$ cat src/rtl/multibyte_add_sequencer_pkg.sv
// -----------------------------------------------------------------------------
// multibyte_add_sequencer_pkg
// Shared definitions for the byte-serial add/subtract sequencer:
//   BYTE_W  - width of the datapath slice processed per cycle
//   state_t - sequencer states (IDLE accepts, RUN iterates bytes, DONE holds)
// -----------------------------------------------------------------------------
package multibyte_add_sequencer_pkg;

    localparam int BYTE_W = 8;

    typedef enum logic [1:0] {
        IDLE = 2'd0,
        RUN  = 2'd1,
        DONE = 2'd2
    } state_t;

endpackage

$ cat src/rtl/multibyte_add_sequencer_if.sv
// -----------------------------------------------------------------------------
// multibyte_add_sequencer_if
// Request/response bundle for the sequencer.
//   Request : in_valid/in_ready handshake carrying op_a, op_b, op_sub, cin
//   Response: out_valid/out_ready handshake carrying result, cout, ovf
// Modports: master drives requests and consumes results; slave is the block.
// -----------------------------------------------------------------------------
interface multibyte_add_sequencer_if #(
    parameter int NBYTES = 4
);
    import multibyte_add_sequencer_pkg::*;

    localparam int W = BYTE_W * NBYTES;

    logic         in_valid;
    logic         in_ready;
    logic [W-1:0] op_a;
    logic [W-1:0] op_b;
    logic         op_sub;
    logic         cin;
    logic         out_valid;
    logic         out_ready;
    logic [W-1:0] result;
    logic         cout;
    logic         ovf;

    modport master (
        output in_valid, op_a, op_b, op_sub, cin, out_ready,
        input  in_ready, out_valid, result, cout, ovf
    );

    modport slave (
        input  in_valid, op_a, op_b, op_sub, cin, out_ready,
        output in_ready, out_valid, result, cout, ovf
    );

endinterface

$ cat src/rtl/multibyte_add_sequencer_ripple_carry_adder.sv
// -----------------------------------------------------------------------------
// ripple_carry_adder
// Combinational BYTE_W-bit adder built from a chain of full adders.
//   a, b - addends
//   ci   - carry in
//   sum  - BYTE_W-bit sum
//   co   - carry out of the most significant bit
// -----------------------------------------------------------------------------
module ripple_carry_adder
    import multibyte_add_sequencer_pkg::*;
(
    input  logic [BYTE_W-1:0] a,
    input  logic [BYTE_W-1:0] b,
    input  logic              ci,
    output logic [BYTE_W-1:0] sum,
    output logic              co
);

    logic [BYTE_W:0] c;

    assign c[0] = ci;

    for (genvar i = 0; i < BYTE_W; i++) begin : g_fa
        assign sum[i]   = a[i] ^ b[i] ^ c[i];
        assign c[i + 1] = (a[i] & b[i]) | (c[i] & (a[i] ^ b[i]));
    end

    assign co = c[BYTE_W];

endmodule

$ cat src/rtl/multibyte_add_sequencer.sv
// -----------------------------------------------------------------------------
// multibyte_add_sequencer
// Adds or subtracts two NBYTES-wide operands one byte per cycle through a
// single 8-bit ripple-carry adder, least significant byte first.
//   clk   - clock, all state changes on the rising edge
//   rst_n - synchronous active-low reset
//   bus   - slave side of multibyte_add_sequencer_if (request/response)
// Timing: accept in IDLE, NBYTES cycles in RUN, result held in DONE until
// out_ready. Subtraction is A + ~B + 1, so cout=1 means "no borrow".
// -----------------------------------------------------------------------------
module multibyte_add_sequencer
    import multibyte_add_sequencer_pkg::*;
#(
    parameter int NBYTES = 4
) (
    input  logic                     clk,
    input  logic                     rst_n,
    multibyte_add_sequencer_if.slave bus
);

    localparam int                 W        = BYTE_W * NBYTES;
    localparam int                 IDX_W    = $clog2(NBYTES);
    localparam logic [IDX_W-1:0]   LAST_IDX = IDX_W'(NBYTES - 1);

    state_t            state;
    state_t            state_next;
    logic              in_ready_c;
    logic              out_valid_c;

    logic [IDX_W-1:0]  idx;
    logic [W-1:0]      a_q;
    logic [W-1:0]      b_q;       // effective B (already inverted for subtract)
    logic              carry_q;
    logic [W-1:0]      result_q;
    logic              cout_q;
    logic              ovf_q;

    logic [BYTE_W-1:0] a_byte;
    logic [BYTE_W-1:0] b_byte;
    logic [BYTE_W-1:0] sum_byte;
    logic              carry_out;

    assign a_byte = a_q[idx * BYTE_W +: BYTE_W];
    assign b_byte = b_q[idx * BYTE_W +: BYTE_W];

    ripple_carry_adder u_adder (
        .a   (a_byte),
        .b   (b_byte),
        .ci  (carry_q),
        .sum (sum_byte),
        .co  (carry_out)
    );

    // NOTE: sequential state uses non-blocking assignments so every register
    // samples its inputs from before the edge, independent of block order.
    always_ff @(posedge clk) begin
        if (!rst_n) begin
            state <= IDLE;
        end else begin
            state <= state_next;
        end
    end

    // NOTE: every output of this block gets a default first, so no path
    // leaves a signal unassigned and no latch is inferred.
    always_comb begin
        state_next  = state;
        in_ready_c  = 1'b0;
        out_valid_c = 1'b0;
        case (state)
            IDLE: begin
                in_ready_c = 1'b1;
                if (bus.in_valid) state_next = RUN;
            end
            RUN: begin
                if (idx == LAST_IDX) state_next = DONE;
            end
            DONE: begin
                out_valid_c = 1'b1;
                if (bus.out_ready) state_next = IDLE;
            end
            default: state_next = IDLE;
        endcase
    end

    // NOTE: the operand registers are deliberately left out of reset; they are
    // always loaded on accept before anything reads them, so only the state
    // visible at the outputs (and the loop control) is cleared.
    always_ff @(posedge clk) begin
        if (!rst_n) begin
            idx      <= '0;
            carry_q  <= 1'b0;
            result_q <= '0;
            cout_q   <= 1'b0;
            ovf_q    <= 1'b0;
        end else begin
            case (state)
                IDLE: begin
                    if (bus.in_valid) begin
                        a_q     <= bus.op_a;
                        b_q     <= bus.op_sub ? ~bus.op_b : bus.op_b;
                        carry_q <= bus.op_sub ? 1'b1 : bus.cin;
                        idx     <= '0;
                    end
                end
                RUN: begin
                    result_q[idx * BYTE_W +: BYTE_W] <= sum_byte;
                    carry_q                         <= carry_out;
                    if (idx == LAST_IDX) begin
                        // Last byte: its sum MSB is the result sign bit.
                        idx    <= '0;
                        cout_q <= carry_out;
                        ovf_q  <= (a_q[W-1] == b_q[W-1]) &&
                                  (sum_byte[BYTE_W-1] != a_q[W-1]);
                    end else begin
                        idx <= idx + 1'b1;
                    end
                end
                default: ;
            endcase
        end
    end

    assign bus.in_ready  = in_ready_c;
    assign bus.out_valid = out_valid_c;
    assign bus.result    = result_q;
    assign bus.cout      = cout_q;
    assign bus.ovf       = ovf_q;

endmodule

$ cat src/flat_wrapper.sv
// flat-port wrapper written by rule: the top's interface ports become plain ports
module multibyte_add_sequencer_flat import multibyte_add_sequencer_pkg::*;
#(
    parameter int NBYTES = 4
)
  (clk, rst_n, bus_in_valid, bus_op_a, bus_op_b, bus_op_sub, bus_cin, bus_out_ready, bus_in_ready, bus_out_valid, bus_result, bus_cout, bus_ovf);
  multibyte_add_sequencer_if #(.NBYTES(NBYTES)) bus_i ();
  input  logic clk;
  input  logic rst_n;
  input wire logic [$bits(bus_i.in_valid)-1:0] bus_in_valid;
  input wire logic [$bits(bus_i.op_a)-1:0] bus_op_a;
  input wire logic [$bits(bus_i.op_b)-1:0] bus_op_b;
  input wire logic [$bits(bus_i.op_sub)-1:0] bus_op_sub;
  input wire logic [$bits(bus_i.cin)-1:0] bus_cin;
  input wire logic [$bits(bus_i.out_ready)-1:0] bus_out_ready;
  output wire logic [$bits(bus_i.in_ready)-1:0] bus_in_ready;
  output wire logic [$bits(bus_i.out_valid)-1:0] bus_out_valid;
  output wire logic [$bits(bus_i.result)-1:0] bus_result;
  output wire logic [$bits(bus_i.cout)-1:0] bus_cout;
  output wire logic [$bits(bus_i.ovf)-1:0] bus_ovf;
  assign bus_i.in_valid = bus_in_valid;
  assign bus_i.op_a = bus_op_a;
  assign bus_i.op_b = bus_op_b;
  assign bus_i.op_sub = bus_op_sub;
  assign bus_i.cin = bus_cin;
  assign bus_i.out_ready = bus_out_ready;
  assign bus_in_ready = bus_i.in_ready;
  assign bus_out_valid = bus_i.out_valid;
  assign bus_result = bus_i.result;
  assign bus_cout = bus_i.cout;
  assign bus_ovf = bus_i.ovf;
  multibyte_add_sequencer #(.NBYTES(NBYTES)) u_core (.clk(clk), .rst_n(rst_n), .bus(bus_i));
endmodule
$ cat config.mk
export PLATFORM = sky130hd
export DESIGN_NAME = multibyte_add_sequencer_flat
export DESIGN_NICKNAME = d
export VERILOG_FILES = /design/src/rtl/multibyte_add_sequencer_pkg.sv /design/src/rtl/multibyte_add_sequencer_if.sv /design/src/rtl/multibyte_add_sequencer_ripple_carry_adder.sv /design/src/rtl/multibyte_add_sequencer.sv /design/src/flat_wrapper.sv
export SDC_FILE = /design/constraint.sdc
export NUM_CORES = 1
export LEC_CHECK = 0
export ABC_CLOCK_PERIOD_IN_PS = 4640
export CORE_MARGIN = 2
export CORE_UTILIZATION = 44
export CTS_BUF_LIST = sky130_fd_sc_hd__clkbuf_8
export CTS_CLUSTER_SIZE = 24
export DETAILED_ROUTE_END_ITERATION = 7
export PLACE_DENSITY_LB_ADDON = 0.2
export SYNTH_ARGS = -nofsm -noshare
export SYNTH_HDL_FRONTEND = slang
export SYNTH_HIERARCHICAL = 1
export SYNTH_SLANG_ARGS = --single-unit
$ cat constraint.sdc
create_clock -name clk -period 4.64 [get_ports clk]
set_clock_uncertainty 0.1 [all_clocks]
set_input_delay 0.464 -clock clk [delete_from_list [all_inputs] [get_ports clk]]
set_output_delay 0.464 -clock clk [all_outputs]
set_load 0.02 [all_outputs]
Word-level counts from Yosys, hierarchy flattened:

Cells that the tools add are included.

* word-level logic and storage cells: 84
* input bits: 70
* register bits: 103
* output and inout bits: 36

* bitwise gates (word level): 41
* add/subtract/negate cells: 2
* reductions and logical operators: 7
* multiplexer cells: 14
* shifts and indexed selects: 4
* equal/unequal tests: 8

Operator list (count)
* 32-bit by 6-bit indexed part select with 8-bit output: 2
* 5-bit negation with 34-bit output: 1
* 8-bit by 34-bit variable shift with 32-bit output, first input constant: 1
* 8-bit by 34-bit indexed part select with 32-bit output: 1
* 32-bit bitwise mux: 1
* 32-bit two-way mux: 1
* 32-bit NOT: 1
* 1-bit bitwise AND: 16
* 1-bit bitwise XOR: 16
* 2-bit two-way mux: 5
* 1-bit OR: 8
* 2-bit case mux with 3 select lines: 1
* 3-bit AND reduction: 2
* 2-bit equality test, second input constant: 2
* 1-bit two-way mux: 4
* 2-bit != test, second input constant: 2
* 2-bit case mux with 2 select lines: 1
* 2-bit AND reduction: 2
* 2-bit by 1-bit adder with 2-bit output, second input constant: 1
* 2-bit by 1-bit equality test with 1-bit output, second input constant: 1
* 2-bit logical NOT: 1
* 2-bit by 1-bit != test with 1-bit output, second input constant: 1
* 1-bit case mux with 2 select lines: 1
* 2-bit nonzero test: 1
* other kinds (3): 3

Logic depth before layout (Yosys ltp):

* word-level depth: 19
* gate-level depth with buffers: 17
* mapped depth without buffers: 15

Cells and area by module:

The synthesis kept the hierarchy.

By module, submodules not included
* multibyte_add_sequencer: cells each 268, sequential area each 2702.6 um^2, instances 1, area an instance 4140.2 um^2
* ripple_carry_adder: cells each 18, sequential area each 0.0 um^2, instances 1, area an instance 197.7 um^2

Least setup slack after synthesis:

No wires, ideal clock.

* kind: register to register
* from: reg u_core.idx[0]
* to: reg u_core.ovf_q, in the netlist u_core/bus.ovf
* data arrival time: 4.918 ns
* stages on the path, launching flop included: 17
* data required time: 4.466 ns
* setup time: 0.074 ns
* setup slack: -0.452 ns
* clock period less this slack: 5.092 ns
* buffers on the path: 1
* cell sequence: dfxtp_1 -> buf_2 -> mux4_2 -> fa_1 -> inv_1 -> fa_1 -> inv_1 -> fa_1 -> fa_1 -> fa_1 -> fa_1 -> fa_1 -> inv_1 -> fa_1 -> inv_1 -> or3b_2 -> a31oi_1

* word-level cells in the longest chain between the ends: 19
* elaborated cells on any way between the ends: 36
* those cells by class: eq/ne: 2; shift: 2; bitwise: 30; reduce/logical: 2

RTL lines
* start: declaration: line multibyte_add_sequencer.sv:30 `logic [IDX_W-1:0] idx;`
* start signal: assignment: line multibyte_add_sequencer.sv:116 `idx <= idx + 1'b1;`
* 32-bit by 6-bit indexed part select with 8-bit output *: line multibyte_add_sequencer.sv:43 `assign a_byte = a_q[idx * BYTE_W +: BYTE_W];`
* via u_core.a_byte[0]: line multibyte_add_sequencer.sv:38 `logic [BYTE_W-1:0] a_byte;`
* 1-bit bitwise XOR: line multibyte_add_sequencer_ripple_carry_adder.sv:25 `assign c[i + 1] = (a[i] & b[i]) | (c[i] & (a[i] ^ b[i]));`
* 1-bit bitwise AND: line multibyte_add_sequencer_ripple_carry_adder.sv:25
* 1-bit OR *: line multibyte_add_sequencer_ripple_carry_adder.sv:25
* 1-bit bitwise AND *: line multibyte_add_sequencer_ripple_carry_adder.sv:25
* 1-bit OR *: line multibyte_add_sequencer_ripple_carry_adder.sv:25
* 1-bit bitwise AND *: line multibyte_add_sequencer_ripple_carry_adder.sv:25
* (+5 left out)
* 1-bit bitwise AND *: line multibyte_add_sequencer_ripple_carry_adder.sv:25
* 1-bit OR *: line multibyte_add_sequencer_ripple_carry_adder.sv:25
* 1-bit bitwise AND *: line multibyte_add_sequencer_ripple_carry_adder.sv:25
* 1-bit OR *: line multibyte_add_sequencer_ripple_carry_adder.sv:25
* 1-bit bitwise XOR *: line multibyte_add_sequencer_ripple_carry_adder.sv:24 `assign sum[i] = a[i] ^ b[i] ^ c[i];`
* via u_core.sum_byte[7]: line multibyte_add_sequencer.sv:40 `logic [BYTE_W-1:0] sum_byte;`
* 1-bit != test *: line multibyte_add_sequencer.sv:114 `(sum_byte[BYTE_W-1] != a_q[W-1]);`
* 1-bit logical AND *: line multibyte_add_sequencer.sv:113 `ovf_q <= (a_q[W-1] == b_q[W-1]) &&`
* end signal: assignment: line multibyte_add_sequencer.sv:113
* end: declaration: line multibyte_add_sequencer.sv:36 `logic ovf_q;`

Mark *: on every way through the listed nets, which the timed path passes. The rest lies on a longest branch.
A chain may end at the register's enable or synchronous reset.

Final worst setup path:

Ends and elaborated chain as after synthesis.

==> metrics.md <==
| Metric | Value |
|---|---|
| Vias in the first global route | 2,532 |
| Routed vias | 2,640 |
| Full die area | about 11,000 um^2 |
| Drt drc | 0 |
| Final Hold Viols | 0 |
| CTS tree | yes |
| TritonCTS Sinks | between 100 and 150 |
| Gr ovfl total | 0 |
| CTS root buf | clkbuf_8 |
| Critical R2R Launch | u_core/idx[0] |
| CP Max Fanout | 4 |
| FF-to-FF setup slack | approximately 160 ps |
| Final Net Count | about 480 |
| Syn_nets | roughly 370 |
| Worst slew pin tran | 847.1 ps |
| Pin count of the biggest net entering global routing | 35 |
| Max-Cap Viols | 0 |
| Status | finished, final reports clean |
| Diodes inserted | 0 |
| Register area share after synthesis | 0.6230 |
| CTS clock-pin slew for the worst setup and hold paths | 100 ps |
| Starting Density | 0.4479 |
| Sequence of cells on the critical path | mux4_2 -> fa_2 -> inv_2 -> fa_2 -> inv_1 -> fa_2 -> fa_2 -> fa_2 -> fa_2 -> fa_2 -> inv_2 -> fa_1 -> inv_2 -> or3b_4 -> a31oi_1 |
| Synth warn | 6 |
| Commonest non-fill, non-tap cells in the layout | clkdlybuf4s50_1 (104), edfxtp_1 (64), dfxtp_1 (38), xor2_1 (32), nand2_1 (26) |
| Worst setup margin | ~160 ps |
| H-tree levels | 3 |
| Core Area | roughly 9700 um^2 |
| RSZ-0062 raised after global routing | false |
| Post-DP HPWL | around 6300 um |
| Critical path class | reg -> reg |
| CP peak stage delay | approximately 510 ps |
| Clock Latency Late Sink | roughly 360 ps |
| Worst hold slack | approximately 370 ps |
| Wire per inst | approximately 15 um |
| Worst hold start | u_core/bus.result[26] |
| Initial antenna violation count | 0 |
| Max VDD drop | 0.1534 mV |
| First-pass GRT wire length | 13,030 um |
| Final Util | 0.5991 |
| Distinct cell type count after synthesis | 35 |
| Die width | 103.3 um |
| Worst Setup Start Kind | register |
| I/O pin cnt | about 110 |
| Post-synthesis area per instance | around 15 um^2 |
| Slowest CP cell | mux4_2 |
| Slew Viols, Final | 0 |
| Routed wire length | slightly above 8000 um |
| Critical Path RT | approximately 4800 ps |
| R2R cell count | 15 |
| Critical Path AT | between 4000 and 5000 ps |
| PwrDens | about 340 nW/um^2 |
| Mapped Cells | ~290 |
| Row cnt | 36 |
| Cell Area, Synth | about 4300 um^2 |
| Final worst-path cycle share | 0.9655 |
| Min-Delay Path Class | reg -> reg |
| Crit. End Element | register |
| Tot GR Track Use | 0.1660 |
| Antenna Nets Post-Route | 0 |
| TritonCTS Buffers | 9 |
| Final Total Pwr | 1.951 mW |
| DIE HEIGHT | 103.3 um |
| Place WS | -14.42 ps |
| Max_slew headroom | 0.4353 |
| Fillers | roughly 770 |
| Final worst path period need | between 4000 and 5000 ps |
| Placer Congestion | between 0.7 and 0.8 |
| Hold endpoint | u_core/bus.result[26] |
| Layout cell share with drive strength beyond 1 | 0.1571 |
| Final setup fails | 0 |
| Reg-to-reg endpoint | u_core/bus.ovf |
| FMAX | 223.2 MHz |
| Leading cell type in the layout, fill and taps excluded | clkdlybuf4s50_1 |
| Port Buf Inserts | 105 |
| Clock buffer depth | 2 |
| Synth Register Bits | between 100 and 150 |
| Drt via density | ~5 |
| Hold path cells | 2 |
| Leakage | about 2 nW |
| DR pass1 iterations | 4 |
| Starting DRT DRC Count | 75 |
| Most used cell, CP | fa_2 |
| Layout overhead on the synthesized area | 33.75% |
==> worst max path at each step <==
stage	from	endpoint	depth (start not counted)
6_report	u_core/idx[0]	u_core/bus.ovf	15
5_1_grt	u_core/idx[0]	u_core/bus.ovf	15
4_1_cts	u_core/idx[0]	u_core/bus.ovf	15
3_5_place_dp	u_core/idx[0]	u_core/bus.ovf	15
3_3_place_gp	u_core/idx[0]	u_core/bus.ovf	15
2_1_floorplan	u_core/idx[0]	u_core/bus.ovf	16
==> registers in the layout, indices dropped and copies added, names as in the netlist <==
| signal | cells |
|---|---|
| u_core/bus.result | 32 |
| u_core/bus.cout | 1 |
| u_core/state | 2 |
| u_core/a_q | 32 |
| u_core/bus.ovf | 1 |
| u_core/idx | 2 |
| u_core/b_q | 32 |
| u_core/carry_q | 1 |
==> per-layer routing <==
layer  routed length (um)  global-route usage  share of wire  up-vias
li1                     -                   -              -     1273
met1                 3721              0.2328           0.45     1262
met2                 4006              0.2597           0.48       97
met3                  449             0.04099          0.054        8
met4                   93             0.04858          0.011        0
met5                    0                   0              0        -
==> per-stage QoR <==
stage               area (um^2)  instances  setup TNS, ps
floorplan                  4379        286         -69.34
global placement           5567        517              0
detailed placement         5567        517         -14.42
CTS                        5799        534              0
global route               5802        534              0
finish                     5802        534              0
==> report_power, final <==
part / switching, mW / internal [mW] / total [mW] / leakage, nW
clock: 0.312 / 0.310 / 0.622 / 0.108
sequential: 0.0153 / 1.02 / 1.03 / 0.910
combinational: 0.143 / 0.154 / 0.297 / 1.03
==> repair_timing <==
item | CTS | global route
hold buffers | 0 | 0
setup buffers | 1 | 0
pin swaps | 2 | 7
setup endpoints to repair | 1 | 1
resized for setup | 0 | 1
==> worst max-delay path: cells and delay by family, from the launching register on <==
family	cells	cell delay, ps
AND/OR/NAND/NOR	1	360
buffers and inverters	4	230
flip-flops	1	380
adder cells (fa/ha/maj)	8	2670
AO/OA/AOI/OAI	1	170
multiplexers	1	510
==> Yosys cell counts <==
cell type	n	area, um^2
nand2_1	26	97.59
a22oi_1	2	15.01
mux2i_1	1	10.01
o21bai_1	1	7.510
nand3_1	1	5.000
mux4_2	16	360.4
a22o_1	16	140.1
nor2b_1	5	31.28
a2bb2oi_1	1	8.760
dfxtp_1	39	780.8
or3b_2	1	8.760
inv_1	12	45.04
buf_4	2	15.01
and3b_1	2	17.52
nor3_4	1	16.27
and2b_1	1	7.510
o21a_1	1	7.510
nand3b_1	1	7.510
nand4bb_4	1	27.53
ha_1	5	62.56
nand4_4	1	21.27
nand2b_1	3	18.77
fa_1	8	160.2
a21oi_1	1	5.000
nor4_4	1	21.27
a21boi_2	2	22.52
o21ai_0	2	10.01
nand4b_2	1	15.01
nor2_1	5	18.77
xor2_1	32	280.3
clkbuf_1	4	15.01
buf_2	10	50.05
o22ai_1	16	100.1
edfxtp_1	64	1922
a31oi_1	1	6.260
==> cells by family after synthesis <==
logic type | synth area share
AND/OR/NAND/NOR | 0.07240
adder cells (fa/ha/maj) | 0.05134
buffers and inverters | 0.02884
flip-flops | 0.6230
AO/OA/AOI/OAI | 0.07442
XOR/XNOR | 0.06461
multiplexers | 0.08538
==> area by class of cell <==
type | instances | area (um^2) | area share
clock inverter | 7 | 101.3 | 0.01747
inverter | 12 | 45.04 | 0.007764
sequential | 103 | 2706 | 0.4665
tap | 133 | 166.4 | 0.02868
multi-input combinational | 155 | 1538 | 0.2650
clock buffer | 9 | 123.9 | 0.02135
timing repair buffer | 115 | 1121 | 0.1932
Power figures use the tool's default switching activity.
